<file path="src/rtl/instr_fetch.sv">
// Instruction fetch unit: PC register, IR latch, and a single-outstanding memory handshake with timeout.
// Optional build macro IF_MISALIGN_CHECK_EN rejects fetches from a misaligned pc instead of masking the address.
module instr_fetch #(
    parameter logic [31:0] RESET_PC    = 32'h0000_0000,
    parameter int unsigned TIMEOUT_CYC = 16
) (
    input  logic        clk,
    input  logic        rst,
    input  logic        IR_Write,
    input  logic        PC_Write,
    output logic        imem_req,
    output logic [31:0] imem_addr,
    input  logic [31:0] imem_rdata,
    input  logic        imem_ack,
    output logic [31:0] pc,
    output logic [31:0] ir,
    output logic [6:0]  opcode,
    output logic [2:0]  funct3,
    output logic [6:0]  funct7,
    output logic [4:0]  rs1,
    output logic [4:0]  rs2,
    output logic [4:0]  rd,
    output logic        fetch_busy,
    output logic        fetch_done,
    output logic        fetch_err
);

    localparam logic [1:0] IDLE = 2'd0;
    localparam logic [1:0] WAIT = 2'd1;
    localparam logic [1:0] DONE = 2'd2;

    localparam logic [31:0] NOP          = 32'h0000_0013;
    localparam logic [7:0]  TIMEOUT_LAST = 8'(TIMEOUT_CYC - 1);

`ifdef IF_MISALIGN_CHECK_EN
    localparam logic [1:0] ADDR_LSB_MASK = 2'b11;
`else
    localparam logic [1:0] ADDR_LSB_MASK = 2'b00;
`endif

    logic [1:0] state;
    logic [7:0] wait_cnt;
    logic       pending;

    always_ff @(posedge clk or negedge rst) begin
        if (!rst) begin
            state      <= IDLE;
            pc         <= RESET_PC;
            ir         <= NOP;
            imem_req   <= 1'b0;
            imem_addr  <= {RESET_PC[31:2], RESET_PC[1:0] & ADDR_LSB_MASK};
            fetch_done <= 1'b0;
            fetch_err  <= 1'b0;
            wait_cnt   <= '0;
            pending    <= 1'b0;
        end else begin
            fetch_done <= 1'b0;
            fetch_err  <= 1'b0;
            case (state)
                IDLE: begin
                    if (IR_Write) begin
`ifdef IF_MISALIGN_CHECK_EN
                        if (pc[1:0] != 2'b00) begin
                            ir        <= NOP;
                            fetch_err <= 1'b1;
                            state     <= DONE;
                        end else
`endif
                        begin
                            state     <= WAIT;
                            imem_req  <= 1'b1;
                            imem_addr <= {pc[31:2], pc[1:0] & ADDR_LSB_MASK};
                            wait_cnt  <= '0;
                        end
                        // The fetch must use the current pc, so the advance is deferred.
                        if (PC_Write)
                            pending <= 1'b1;
                    end else if (PC_Write) begin
                        pc <= pc + 32'd4;
                    end
                end
                WAIT: begin
                    if (PC_Write)
                        pending <= 1'b1;
                    if (imem_ack) begin
                        ir         <= imem_rdata;
                        imem_req   <= 1'b0;
                        fetch_done <= 1'b1;
                        state      <= DONE;
                    end else if (wait_cnt == TIMEOUT_LAST) begin
                        ir        <= NOP;
                        imem_req  <= 1'b0;
                        fetch_err <= 1'b1;
                        state     <= DONE;
                    end else begin
                        wait_cnt <= wait_cnt + 8'd1;
                    end
                end
                DONE: begin
                    // A PC_Write arriving in DONE merges with any pending one.
                    if (pending || PC_Write)
                        pc <= pc + 32'd4;
                    pending <= 1'b0;
                    state   <= IDLE;
                end
                default: begin
                    state    <= IDLE;
                    imem_req <= 1'b0;
                end
            endcase
        end
    end

    always_comb begin
        fetch_busy = (state != IDLE);
        opcode     = ir[6:0];
        rd         = ir[11:7];
        funct3     = ir[14:12];
        rs1        = ir[19:15];
        rs2        = ir[24:20];
        funct7     = ir[31:25];
    end

endmodule
</file>
<file path="config.mk">
export PLATFORM = sky130hd
export DESIGN_NAME = instr_fetch
export DESIGN_NICKNAME = d
export VERILOG_FILES = /design/src/rtl/instr_fetch.sv
export SDC_FILE = /design/constraint.sdc
export NUM_CORES = 1
export LEC_CHECK = 0
export ABC_AREA = 1
export CAP_MARGIN = 30
export CELL_PAD_IN_SITES_DETAIL_PLACEMENT = 1
export CELL_PAD_IN_SITES_GLOBAL_PLACEMENT = 2
export CORE_MARGIN = 2
export CORE_UTILIZATION = 28
export DETAILED_ROUTE_END_ITERATION = 7
export GPL_TIMING_DRIVEN = 0
export PLACE_DENSITY_LB_ADDON = 0.1
export SYNTH_ARGS = -nofsm -noshare
export SYNTH_HDL_FRONTEND = slang
export SYNTH_SLANG_ARGS = --single-unit
</file>
<file path="constraint.sdc">
create_clock -name clk -period 3.42 [get_ports clk]
set_input_delay 1.026 -clock clk [delete_from_list [all_inputs] [get_ports clk]]
set_output_delay 1.026 -clock clk [all_outputs]
set_load 0.01 [all_outputs]
</file>
==> results.md <==
Run status:
- The flow ran to the end, and the final reports show no timing, DRC or antenna violations.

Route:
- In the final routed layout, each cell accounts on average for 15.5 µm.
- The final wirelength is 15,500 µm.
- The via density per instance is 4.48.
- The detailed router placed 4,465 vias in this run.
- The pre-antenna-repair detailed-routing pass consisted of 4 iterations.
- The residual DRC count is 0.
- The count of nets left with antenna violations once routing finished came out at 0.
- After the first detailed-routing iteration, the DRC count stood at 130.

Worst setup path:
- The signal on the critical path passes through nor2_1 > inv_1 > clkdlybuf4s50_1.
- The number of buffers and inverters on the critical path is 2.
- STA puts the critical path data arrival time at 1.56 ns.
- In this run the critical register-to-register path is captured at ir[30].
- The worst setup path is captured at a primary output.
- STA classifies the critical path startpoint as a flop.
- The worst reg2reg path depth is 7.
- The library cell contributing the largest single delay on the critical path is sky130_fd_sc_hd__clkdlybuf4s50_1.
- The highest fanout seen on the critical path is 3.
- The longest individual stage delay on the worst path is 0.47 ns.
- The worst register-to-register path has a setup slack of 1.72 ns.
- The worst register-to-register path begins at wait_cnt[0].
- The worst path required time is ~2.4 ns.
- The worst setup path is of the flop to primary output kind.
- The cell family contributing the most delay on the critical path is buffers and inverters.

CTS:
- Hold repair after CTS inserted 0 buffers.
- The number of CTS-inserted buffers is 9.
- The number of H-tree branching levels is 3.
- The root buffer cell chosen for the clock tree is sky130_fd_sc_hd__clkbuf_16.
- TritonCTS built the clock tree.
- The number of clock sinks seen by CTS is about 110.
- The count of instances resized after the clock tree is built is 0.
- After clock tree synthesis, the clock-pin slew on the worst setup and hold paths is 0.07 ns.
- The clock insertion delay at the later pin of the skew report is 0.35 ns.
- The maximum count of clock buffers along a single path is 2.
- The number of buffers inserted by post-CTS setup repair is 0.

Timing:
- Headroom to the max-slew limit came out at 59.9%.
- The transition at the pin with the smallest max-transition slack is 0.602 ns.
- The number of max-slew violations in the final report was 0.
- The final worst-path setup slack is 0.832 ns.
- Static timing analysis puts the maximum clock frequency at 386 MHz.
- The time the final worst path needs with I/O delays and setup is 2.59 ns.
- The final clock period utilization by the worst path is 75.7%.
- The hold violation count in the final report was 0.
- The total negative slack is 0 ns.
- The worst-case hold slack is 0.493 ns.
- The setup violation total in the final timing report is 0.
- Setup repair after global routing left no endpoint under its margin.
- The largest clock skew in the final design is 0.00734 ns.

Die:
- The total die area is 18,900 µm².
- The area of the core is 17,400 µm².
- The initial utilization of the core area, before any placement, comes to approximately 29%.
- In this run the horizontal extent of the chip is roughly 140 µm.
- The die height is 138 µm.
- The I/O pin total is ~170.
- Row generation in the floorplan step produced 48 rows.

Cells and area:
- Leaving out fill and tap cells, the most frequent cells in the layout are sky130_fd_sc_hd__nand2_1 (183), sky130_fd_sc_hd__clkdlybuf4s50_1 (163), sky130_fd_sc_hd__dfrtp_1 (103).
- The final antenna diode count is 0.
- Cells with a size suffix above 1 make up 10.2% of the layout.
- The non-filler instance count after layout is 997.
- The most frequent standard cell in the layout excluding fill and tap cells is sky130_fd_sc_hd__nand2_1.
- For this run, the post-layout net count is 807.
- Relative to the synthesized area, the layout overhead comes to 45.8%.

Yosys:
- The share of Yosys cell area claimed by the top area cell type is 51.6%.
- After synthesis the cells add up to 4990 µm².
- After synthesis, the cell types taking the most area are sky130_fd_sc_hd__dfrtp_1 (52%), sky130_fd_sc_hd__nand2_1 (14%), sky130_fd_sc_hd__nand3_1 (6.6%).
- Yosys mapped a number of flops with a built-in enable equal to 0.
- Yosys printed 0 warnings.
- Of all flip-flops after synthesis, the portion carrying an async set or reset was between 90% and 100%.
- Sequential cells were found to cover a little over half of the synthesized design area.
- The biggest area contributor in the post-synthesis netlist is sky130_fd_sc_hd__dfrtp_1.
- After synthesis, the mean cell area works out to 8.47 µm².
- The cell count after synthesis came out at ~600.
- The number of library cell types mapped by synthesis is 31.
- In this run, synthesis produced a sequential element count of ~110.
- The dominant synthesized flop cell is sky130_fd_sc_hd__dfrtp_1.

Placement:
- The setup slack after placement is 0.757 ns.
- During placement, the flow inserted port buffers numbering 164.
- The detailed placement HPWL is 11,900 µm.
- The placed cell count is 982.
- The congestion estimate from routability-driven global placement came to around 0.76.

Global route:
- Across every metal layer, demand over resource in global routing totals around 17%.
- The number of antenna violations at the first check in global routing is 0.
- The first global-routing pass estimated 24,900 µm of wire.
- The total overflow left after global routing is 0.
- The via count of the first global-routing pass is 4,774.
- The maximum number of pins on one net before global-route repair is 75.

Pwr:
- The design draws between 5 and 6 mW.
- The maximum vdd ir drop is 0.292 mV.
- Dividing total power by cell area gives a power density of 714 nW/µm².
- In this run the static leakage power is 3.45 nW.

Worst hold path:
- The worst hold endpoint is imem_addr[4].
- The number of cells on the worst hold path is 2.
- The min-delay analysis places its worst path in the category flop to flop.
- The beginning of the worst hold path is imem_addr[4].

Run:
- The number of max-cap violations is 0.
[state kept, by name, summed over array words and instances (netlist names)]
| name | count |
|---|---|
| fetch_done | 1 |
| fetch_err | 1 |
| imem_addr | 30 |
| imem_req | 1 |
| ir | 32 |
| pc | 30 |
| pending | 1 |
| state | 2 |
| wait_cnt | 8 |
[synth_stat cells, types with 2 or more instances]
master and number:
sky130_fd_sc_hd__nor2_1 36, sky130_fd_sc_hd__nand4_1 8, sky130_fd_sc_hd__dfrtp_1 103, sky130_fd_sc_hd__nand2_1 183
sky130_fd_sc_hd__o21ai_0 31, sky130_fd_sc_hd__inv_2 2, sky130_fd_sc_hd__xnor2_1 4, sky130_fd_sc_hd__inv_1 54
sky130_fd_sc_hd__clkbuf_1 10, sky130_fd_sc_hd__nor3_1 4, sky130_fd_sc_hd__buf_4 36, sky130_fd_sc_hd__a21oi_1 3
sky130_fd_sc_hd__or2_2 2, sky130_fd_sc_hd__nand3_1 66, sky130_fd_sc_hd__dfstp_2 3, sky130_fd_sc_hd__nand2_2 2
sky130_fd_sc_hd__buf_2 5, sky130_fd_sc_hd__nor2_2 3, sky130_fd_sc_hd__nor2_4 2, sky130_fd_sc_hd__o22a_1 3
sky130_fd_sc_hd__ha_1 2, sky130_fd_sc_hd__mux2_2 6, sky130_fd_sc_hd__xor2_1 13
[cells by family (layout without fill, tap and decap cells)]
logic type,after synthesis,count (layout),synth area share [%]
simple gates,310,310,26.6
buf+inv,108,288,11.1
flops,106,106,53.2
compound gates,39,39,4.19
xor+xnor,17,17,2.98
mux,6,6,1.35
fa+ha+maj,2,2,0.501
other cells,1,4,0.0751
[worst max path at each step]
stage,start,end,slack (ns),depth (start not counted)
after global routing,state[1],fetch_busy,0.74,3
after CTS,state[1],fetch_busy,0.78,3
after detailed placement,IR_Write,imem_addr[25],0.76,4
after global placement,rst,pc[25],-3.12,1
after floorplan,PC_Write,pc[26],1.54,9
final,state[1],fetch_busy,0.83,3
[report_power, final]
part / switching [mW] / internal [mW] / leakage, nW
Clock: 0.461 / 0.679 / 0.156
Sequential: 0.298 / 1.59 / 1.36
Combinational: 0.891 / 1.27 / 1.94
Total: 1.65 / 3.54 / 3.45
[worst min-delay path, delay by kind of cell, from the launching register on]
kind | cells | cell delay (ns)
AO/OA/AOI/OAI | 1 | 0.06
flip-flops | 1 | 0.35
AND/OR/NAND/NOR | 1 | 0.05
[stage by stage]
step / utilization, % / area (µm²)
floorplan: - / 5000
global placement: 39.9 / 6930
detailed placement: 40.1 / 6950
CTS: 41.9 / 7270
global route: 41.9 / 7270
finish: 41.9 / 7270
[layer usage]
layer | part of all wire [%] | global-route usage, % | up-vias
li1 | - | - | 2186
met1 | 45 | 21.5 | 2143
met2 | 48 | 29.1 | 122
met3 | 6.1 | 3.24 | 14
met4 | 1.3 | 5.67 | 0
met5 | 0 | 0 | -
[layout make-up]
| class | count | area (µm²) |
|---|---|---|
| Buffer | 52 | 344 |
| Clock buffer | 13 | 260 |
| Clock inverter | 2 | 60.1 |
| Fill cell | 2015 | 10100 |
| Inverter | 56 | 210 |
| Multi-Input combinational cell | 378 | 1790 |
| Sequential cell | 106 | 2660 |
| Tap cell | 225 | 282 |
| Timing Repair Buffer | 165 | 1670 |
(Power assumes the default switching activity.)
